[src/rtl/bintobcd_pkg.sv]
// Shared constants and sizing helper for the binary-to-BCD converter.
package bintobcd_pkg;

  localparam int unsigned DIGIT_W         = 4;
  localparam int unsigned ADD3_THRESH     = 5;
  localparam int unsigned SINGLE_DIGIT_MAX = 9;

  // 2^w is never a power of ten, so digits(2^w - 1) = floor(w*log10(2)) + 1.
  function automatic int unsigned digits_needed(input int unsigned width);
    return (width * 30103) / 100000 + 1;
  endfunction

endpackage

[src/rtl/bintobcd_core.sv]
// Combinational double-dabble for one channel; upper digits beyond WIDTH_OUT are dropped.
module bintobcd_core
  import bintobcd_pkg::*;
#(
  parameter int unsigned WIDTH_IN  = 4,
  parameter int unsigned WIDTH_OUT = 8
) (
  input  logic [WIDTH_IN-1:0]  bin_i,
  output logic [WIDTH_OUT-1:0] bcd_o
);

  localparam int unsigned NDIG = WIDTH_OUT / DIGIT_W;

  logic [WIDTH_OUT-1:0] acc;
  logic [WIDTH_OUT-1:0] rot;
  logic [WIDTH_IN-1:0]  src;
  logic [DIGIT_W-1:0]   nib;

  always_comb begin
    acc = '0;
    rot = '0;
    nib = '0;
    src = bin_i;
    for (int unsigned j = 0; j < WIDTH_IN; j++) begin
      // Walk the nibbles by rotating right one digit at a time so every
      // select stays constant; after NDIG rotations the order is restored.
      rot = acc;
      for (int unsigned k = 0; k < NDIG; k++) begin
        nib = rot[DIGIT_W-1:0];
        if (nib >= DIGIT_W'(ADD3_THRESH))
          nib = nib + DIGIT_W'(3);
        rot = (rot >> DIGIT_W) | (WIDTH_OUT'(nib) << (WIDTH_OUT - DIGIT_W));
      end
      acc = (rot << 1) | WIDTH_OUT'(src[WIDTH_IN-1]);
      src = src << 1;
    end
    bcd_o = acc;
  end

endmodule

[src/rtl/bin_to_bcd.sv]
// Dual-channel registered binary-to-BCD converter, 1-cycle latency.
// Optional err_1/err_2 (input > 9) enabled by defining BINTOBCD_ERR_EN.
module bin_to_bcd
  import bintobcd_pkg::*;
#(
  parameter int unsigned WIDTH_IN  = 4,
  parameter int unsigned WIDTH_OUT = 8
) (
  input  logic                 clk,
  input  logic                 rst,
  input  logic                 in_valid,
  input  logic [WIDTH_IN-1:0]  bin_1,
  input  logic [WIDTH_IN-1:0]  bin_2,
  output logic                 out_valid,
  output logic [WIDTH_OUT-1:0] bcd_1,
  output logic [WIDTH_OUT-1:0] bcd_2
`ifdef BINTOBCD_ERR_EN
  ,
  output logic                 err_1,
  output logic                 err_2
`endif
);

  if (WIDTH_OUT % DIGIT_W != 0) begin : g_bad_width
    $error("bin_to_bcd: WIDTH_OUT must be a multiple of 4");
  end

  if (digits_needed(WIDTH_IN) > WIDTH_OUT / DIGIT_W) begin : g_truncated
    $warning("bin_to_bcd: WIDTH_OUT too small, upper decimal digits are discarded");
  end

  logic [WIDTH_OUT-1:0] bcd1_d, bcd2_d;
  logic [WIDTH_OUT-1:0] bcd1_q, bcd2_q;
  logic                 valid_q;

  bintobcd_core #(.WIDTH_IN(WIDTH_IN), .WIDTH_OUT(WIDTH_OUT)) u_core_1 (
    .bin_i (bin_1),
    .bcd_o (bcd1_d)
  );

  bintobcd_core #(.WIDTH_IN(WIDTH_IN), .WIDTH_OUT(WIDTH_OUT)) u_core_2 (
    .bin_i (bin_2),
    .bcd_o (bcd2_d)
  );

  always_ff @(posedge clk) begin
    if (rst) begin
      bcd1_q  <= '0;
      bcd2_q  <= '0;
      valid_q <= 1'b0;
    end else begin
      valid_q <= in_valid;
      if (in_valid) begin
        bcd1_q <= bcd1_d;
        bcd2_q <= bcd2_d;
      end
    end
  end

  assign out_valid = valid_q;
  assign bcd_1     = bcd1_q;
  assign bcd_2     = bcd2_q;

`ifdef BINTOBCD_ERR_EN
  logic err1_d, err2_d;
  logic err1_q, err2_q;

  assign err1_d = (32'(bin_1) > SINGLE_DIGIT_MAX);
  assign err2_d = (32'(bin_2) > SINGLE_DIGIT_MAX);

  always_ff @(posedge clk) begin
    if (rst) begin
      err1_q <= 1'b0;
      err2_q <= 1'b0;
    end else if (in_valid) begin
      err1_q <= err1_d;
      err2_q <= err2_d;
    end
  end

  assign err_1 = err1_q;
  assign err_2 = err2_q;
`endif

endmodule

[config.mk]
export PLATFORM = sky130hd
export DESIGN_NAME = bin_to_bcd
export DESIGN_NICKNAME = d
export VERILOG_FILES = /design/src/rtl/bintobcd_pkg.sv /design/src/rtl/bintobcd_core.sv /design/src/rtl/bin_to_bcd.sv
export SDC_FILE = /design/constraint.sdc
export NUM_CORES = 1
export LEC_CHECK = 0
export ABC_AREA = 1
export CAP_MARGIN = 20
export CORE_UTILIZATION = 41
export CTS_CLUSTER_DIAMETER = 60
export DETAILED_ROUTE_END_ITERATION = 8
export GPL_ROUTABILITY_DRIVEN = 0
export HOLD_SLACK_MARGIN = 0.08
export PLACE_DENSITY_LB_ADDON = 0.12
export SLEW_MARGIN = 20
export SYNTH_ARGS = -nofsm -noshare
export SYNTH_HDL_FRONTEND = slang
export SYNTH_SLANG_ARGS = --single-unit
[constraint.sdc]
create_clock -name clk -period 1.8 [get_ports clk]
set_clock_uncertainty 0.2 [all_clocks]
set_input_delay 0.18 -clock clk [delete_from_list [all_inputs] [get_ports clk]]
set_output_delay 0.18 -clock clk [all_outputs]
set_load 0.005 [all_outputs]
==> results of run 1 <==
## routing by layer
metal | global-route usage | vias to the layer above | wire (µm)
met3 | 0.0647 | 2 | 92
li1 | - | 338 | -
met5 | 0 | - | 0
met2 | 0.253 | 24 | 539
met1 | 0.188 | 261 | 561
met4 | 0.0563 | 0 | 14
## flip-flops by register name (all words and copies together), names as in the netlist
name / flops
bcd_1: 5
out_valid: 1
bcd_2: 5
## area by class of cell
| cell class | count | area, µm² |
|---|---|---|
| Inverter | 12 | 45.0 |
| Sequential cell | 11 | 220 |
| Multi-Input combinational cell | 69 | 347 |
| Tap cell | 16 | 20.0 |
| Fill cell | 156 | 593 |
| Timing Repair Buffer | 27 | 255 |
| Clock buffer | 4 | 26.3 |
## power by group
part / total, mW / internal [mW] / switching, mW
clock: 0.175 / 0.0859 / 0.0892
sequential: 0.267 / 0.260 / 0.00716
combinational: 0.144 / 0.0812 / 0.0628
## worst paths after layout
kind / cells past startpoint / from / to / slack (ps)
setup / recovery: 8 / bin_2[1] / bcd_2[3] / 240
hold / removal: 2 / bcd_2[4] / bcd_2[4] / 270
hold reg to reg: 2 / bcd_2[4] / bcd_2[4] / 270
setup reg to reg: 2 / bcd_2[2] / bcd_2[2] / 960
## critical path: stages
cell	delay, ps
clkdlybuf4s50_1	420
inv_1	100
ha_1	150
inv_1	40
ha_1	200
or2_2	290
o21ai_0	70
a21oi_1	80
## per-stage QoR
stage | cells | TNS [ps] | instance area [µm²] | utilization
floorplan | 100 | 0 | 679 | -
global placement | 135 | -0.666 | 887 | 0.589
detailed placement | 135 | -108 | 887 | 0.589
CTS | 139 | 0 | 913 | 0.606
global route | 139 | 0 | 913 | 0.606
finish | 139 | 0 | 913 | 0.606
## placed cells by master, fill, tap and decap left out, drive strengths merged, types with 8 or more instances in the layout
cell type      synthesis  routed
clkdlybuf4s50          0      21
nand2                 18      18
nor2                  17      17
inv                   12      12
dfxtp                 11      11
o21ai                  8       8
## logic make-up (layout without fill, tap and decap cells)
family | count (synthesis) | count (layout) | share of synthesized area
and+or+nand+nor | 43 | 43 | 0.271
AOI/OAI and AO/OA | 14 | 14 | 0.106
DFF | 11 | 11 | 0.333
other | 1 | 6 | 0.00568
adders and majority gates | 6 | 6 | 0.114
buffers and inverters | 20 | 43 | 0.170
==> results.json, run 1 <==
{
  "cp_data_required_time_ps": 1760,
  "grt-ovfl-total": 0,
  "start_util": 0.439,
  "grt_pass1_vias": 556,
  "hold_buffers": 0,
  "fin_crit_sh": 0.869,
  "cts_buffers": 3,
  "drt_iter0_markers": 5,
  "rsz0062_at_grt": "no",
  "nNetsFinal": 141,
  "post_cts_buffers": 0,
  "synth_area_per_cell_um2": 6.95,
  "cts_sinks": 11,
  "rows": 14,
  "antennaDiodeCount": 0,
  "hold_violations": 0,
  "whs_ps": 270,
  "die_w_um": 42.1,
  "clock_latency_ps": 270,
  "yosys_warnings": 0,
  "port_buffers": 21,
  "drc": 0,
  "ys_top_cells_by_area": "dfxtp_1, ha_1, nor2_1",
  "gr-usage-all-layers": 0.157,
  "hp-class": "flop to flop",
  "cellPowerDensity_nw_per_um2": 642,
  "cp-end-kind": "flop",
  "ctsResizeCount": 0,
  "syn_area_um2": 661,
  "die_h_um": 42.1,
  "max_freq_ghz": 0.639,
  "dp_hpwl_um": 943,
  "routed_wl_um": 1210,
  "synth_top_area_cell": "dfxtp_1",
  "crit_type": "primary input to flop",
  "yosys_most_used_dff": "dfxtp_1",
  "cts_buffer_depth": 2,
  "setup_viol": 0,
  "firstDrtPassIters": 4,
  "cts.clk_slew.worst_paths_ps": 70,
  "ant_nets": 0,
  "dp_slack_ps": -53.1,
  "cts_tree": "yes",
  "post_drt_wl_per_cell_um": 8.68,
  "outcome": "complete, no violations",
  "pin_count": 28,
  "avgViaCountPerCell": 4.50,
  "synth_top_area_frac": 0.333,
  "cp-start-kind": "primary input",
  "worstPathArrival_ps": 1530,
  "cts_root_buf": "clkbuf_4",
  "grt_pass1_wl_um": 2110,
  "antenna_found_initial": 0,
  "irDropWorstVdd_v": 0.000374,
  "syn_inst": 95,
  "h-tree-depth": 1,
  "vias": 625,
  "fin_ws_ps": 235,
  "coreArea_um2": 1510,
  "path_max_fanout": 3,
  "finalMaxSlewViolations": 0,
  "synth_edf_count": 0,
  "synthArstFlopShare": 0,
  "synth.distinct_cells": 14,
  "min_period_ps": 1560,
  "synth.most_common_cell": "nor2_1",
  "maxCapViolations": 0,
  "finalPower_mw": 0.586,
  "die_area_um2": 1780,
  "synth-seq-area-share": 0.333,
  "cellLeakagePower_nw": 0.449,
  "synthTopCellsByCount": "nor2_1, nand2_1, inv_1",
  "area_growth_pct": 38.3,
  "ys_ff_latch": 11,
  "drive_gt1_frac": 0.106,
  "grt_max_degree": 18
}
Note: power is estimated with default switching activity, not from simulation.
==> run 2, diff against run 1 <==
--- a/config.mk
+++ b/config.mk
@@ -7,6 +7,7 @@
 export LEC_CHECK = 0
 export ABC_AREA = 1
 export CAP_MARGIN = 20
+export CORE_MARGIN = 4
 export CORE_UTILIZATION = 41
 export CTS_CLUSTER_DIAMETER = 60
 export DETAILED_ROUTE_END_ITERATION = 8
==> results.json, run 2 (same netlist as run 1, synthesis figures left out) <==
{
  "clkPwrFrac": 0.289,
  "die_h_um": 48.1,
  "post_cts_buffers": 0,
  "crit_type": "primary input to flop",
  "setup_viol": 0,
  "grt_pass1_vias": 572,
  "start_util": 0.439,
  "hold_violations": 0,
  "cellPowerDensity_nw_per_um2": 637,
  "coreArea_um2": 1510,
  "outcome": "complete, no violations",
  "avgViaCountPerCell": 4.58,
  "cts.clk_slew.worst_paths_ps": 70,
  "firstDrtPassIters": 4,
  "dp_hpwl_um": 1090,
  "irDropWorstVdd_v": 0.000473,
  "fin_crit_sh": 0.874,
  "cp-start-kind": "primary input",
  "rsz0062_at_grt": "no",
  "ctsResizeCount": 0,
  "cts_root_buf": "clkbuf_4",
  "cp_data_required_time_ps": 1760,
  "routed_wl_um": 1350,
  "cp-end-kind": "flop",
  "p_int_mw": 0.427,
  "dp.cells": 135,
  "pwr-share-comb": 0.251,
  "finalNonFillerCells": 139,
  "cts_buffer_depth": 2,
  "die_area_um2": 2320,
  "die_w_um": 48.1,
  "cellLeakagePower_nw": 0.449,
  "crit_chain": "clkdlybuf4s50_1 -> inv_1 -> ha_1 -> inv_1 -> ha_1 -> or2_2 -> o21ai_0 -> a21oi_1",
  "vias": 637,
  "worstPathArrival_ps": 1530,
  "antennaDiodeCount": 0,
  "netSwitchingFraction": 0.266,
  "fin_util": 0.606,
  "mostFrequentLayoutCell": "clkdlybuf4s50_1",
  "drive_gt1_frac": 0.106,
  "drt_iter0_markers": 4,
  "p_seq_frac": 0.460,
  "port_buffers": 21,
  "area_growth_pct": 38.3,
  "drc": 0,
  "grt_pass1_wl_um": 2250,
  "grt-ovfl-total": 0,
  "final_cell_mix": "clkdlybuf4s50_1, nor2_1, nand2_1",
  "finalMaxSlewViolations": 0,
  "rows": 14,
  "gr-usage-all-layers": 0.138,
  "cts_sinks": 11,
  "pin_count": 28,
  "maxCapViolations": 0,
  "grt_max_degree": 18,
  "nNetsFinal": 141,
  "path_max_fanout": 3,
  "slowest_delay_ps": 420,
  "cts_buffers": 3,
  "post_drt_wl_per_cell_um": 9.68,
  "clock_latency_ps": 270,
  "min_period_ps": 1570,
  "cts_tree": "yes",
  "p_sw_mw": 0.154,
  "h-tree-depth": 1,
  "hp-class": "flop to flop",
  "max_freq_ghz": 0.635,
  "antenna_found_initial": 0,
  "hold_buffers": 0,
  "ant_nets": 0,
  "cp_slowest_cell": "clkdlybuf4s50_1"
}
## run 2: cell counts in the layout (fill, tap and decap cells not counted)
Identical to the previous run, type by type.
## run 2: path summary, 6_finish.rpt
check | start | endpoint | slack (ps) | depth (start not counted)
hold reg to reg | bcd_2[4] | bcd_2[4] | 270 | 2
setup / recovery | bin_2[1] | bcd_2[3] | 230 | 8
hold / removal | bcd_2[4] | bcd_2[4] | 270 | 2
setup reg to reg | bcd_1[3] | bcd_1[3] | 970 | 2
## run 2: power by group through the flow
stage	clock network, mW	logic [mW]	registers (mW)
after floorplan	0	0.0776	0.275
after global placement	0	0.143	0.273
after detailed placement	0	0.146	0.273
after CTS	0.175	0.148	0.268
after global routing	0.185	0.167	0.269
final	0.168	0.146	0.268
## run 2: final cells by class
| cell class | instances | area (µm²) |
|---|---|---|
| multi-input cells | 69 | 347 |
| fillers | 153 | 593 |
| flip-flops and latches | 11 | 220 |
| inverters | 12 | 45.0 |
| well taps | 16 | 20.0 |
| clock buffers | 4 | 26.3 |
| repair buffers | 27 | 255 |
## run 2: worst max-delay path: cells and delay by family
family	cells	cell delay, ps
AOI/OAI and AO/OA	2	160
and+or+nand+nor	1	290
adders and majority gates	2	340
buffers and inverters	3	560
## run 2: layer usage
metal / track usage / share of wire
met5: 0 / 0
met1: 0.168 / 0.46
met4: 0.0645 / 0.014
met3: 0.0332 / 0.077
met2: 0.227 / 0.45
## run 2: metrics by stage
stage	hold WS [ps]	setup slack, ps	cell area [µm²]	power (mW)	setup TNS (ps)
final	272	226	913	0.582	0
after global routing	298	144	913	0.622	0
after CTS	274	215	913	0.590	0
after detailed placement	264	-69.6	887	0.419	-103
after global placement	255	0.639	887	0.416	0
after floorplan	49.1	464	679	0.352	0
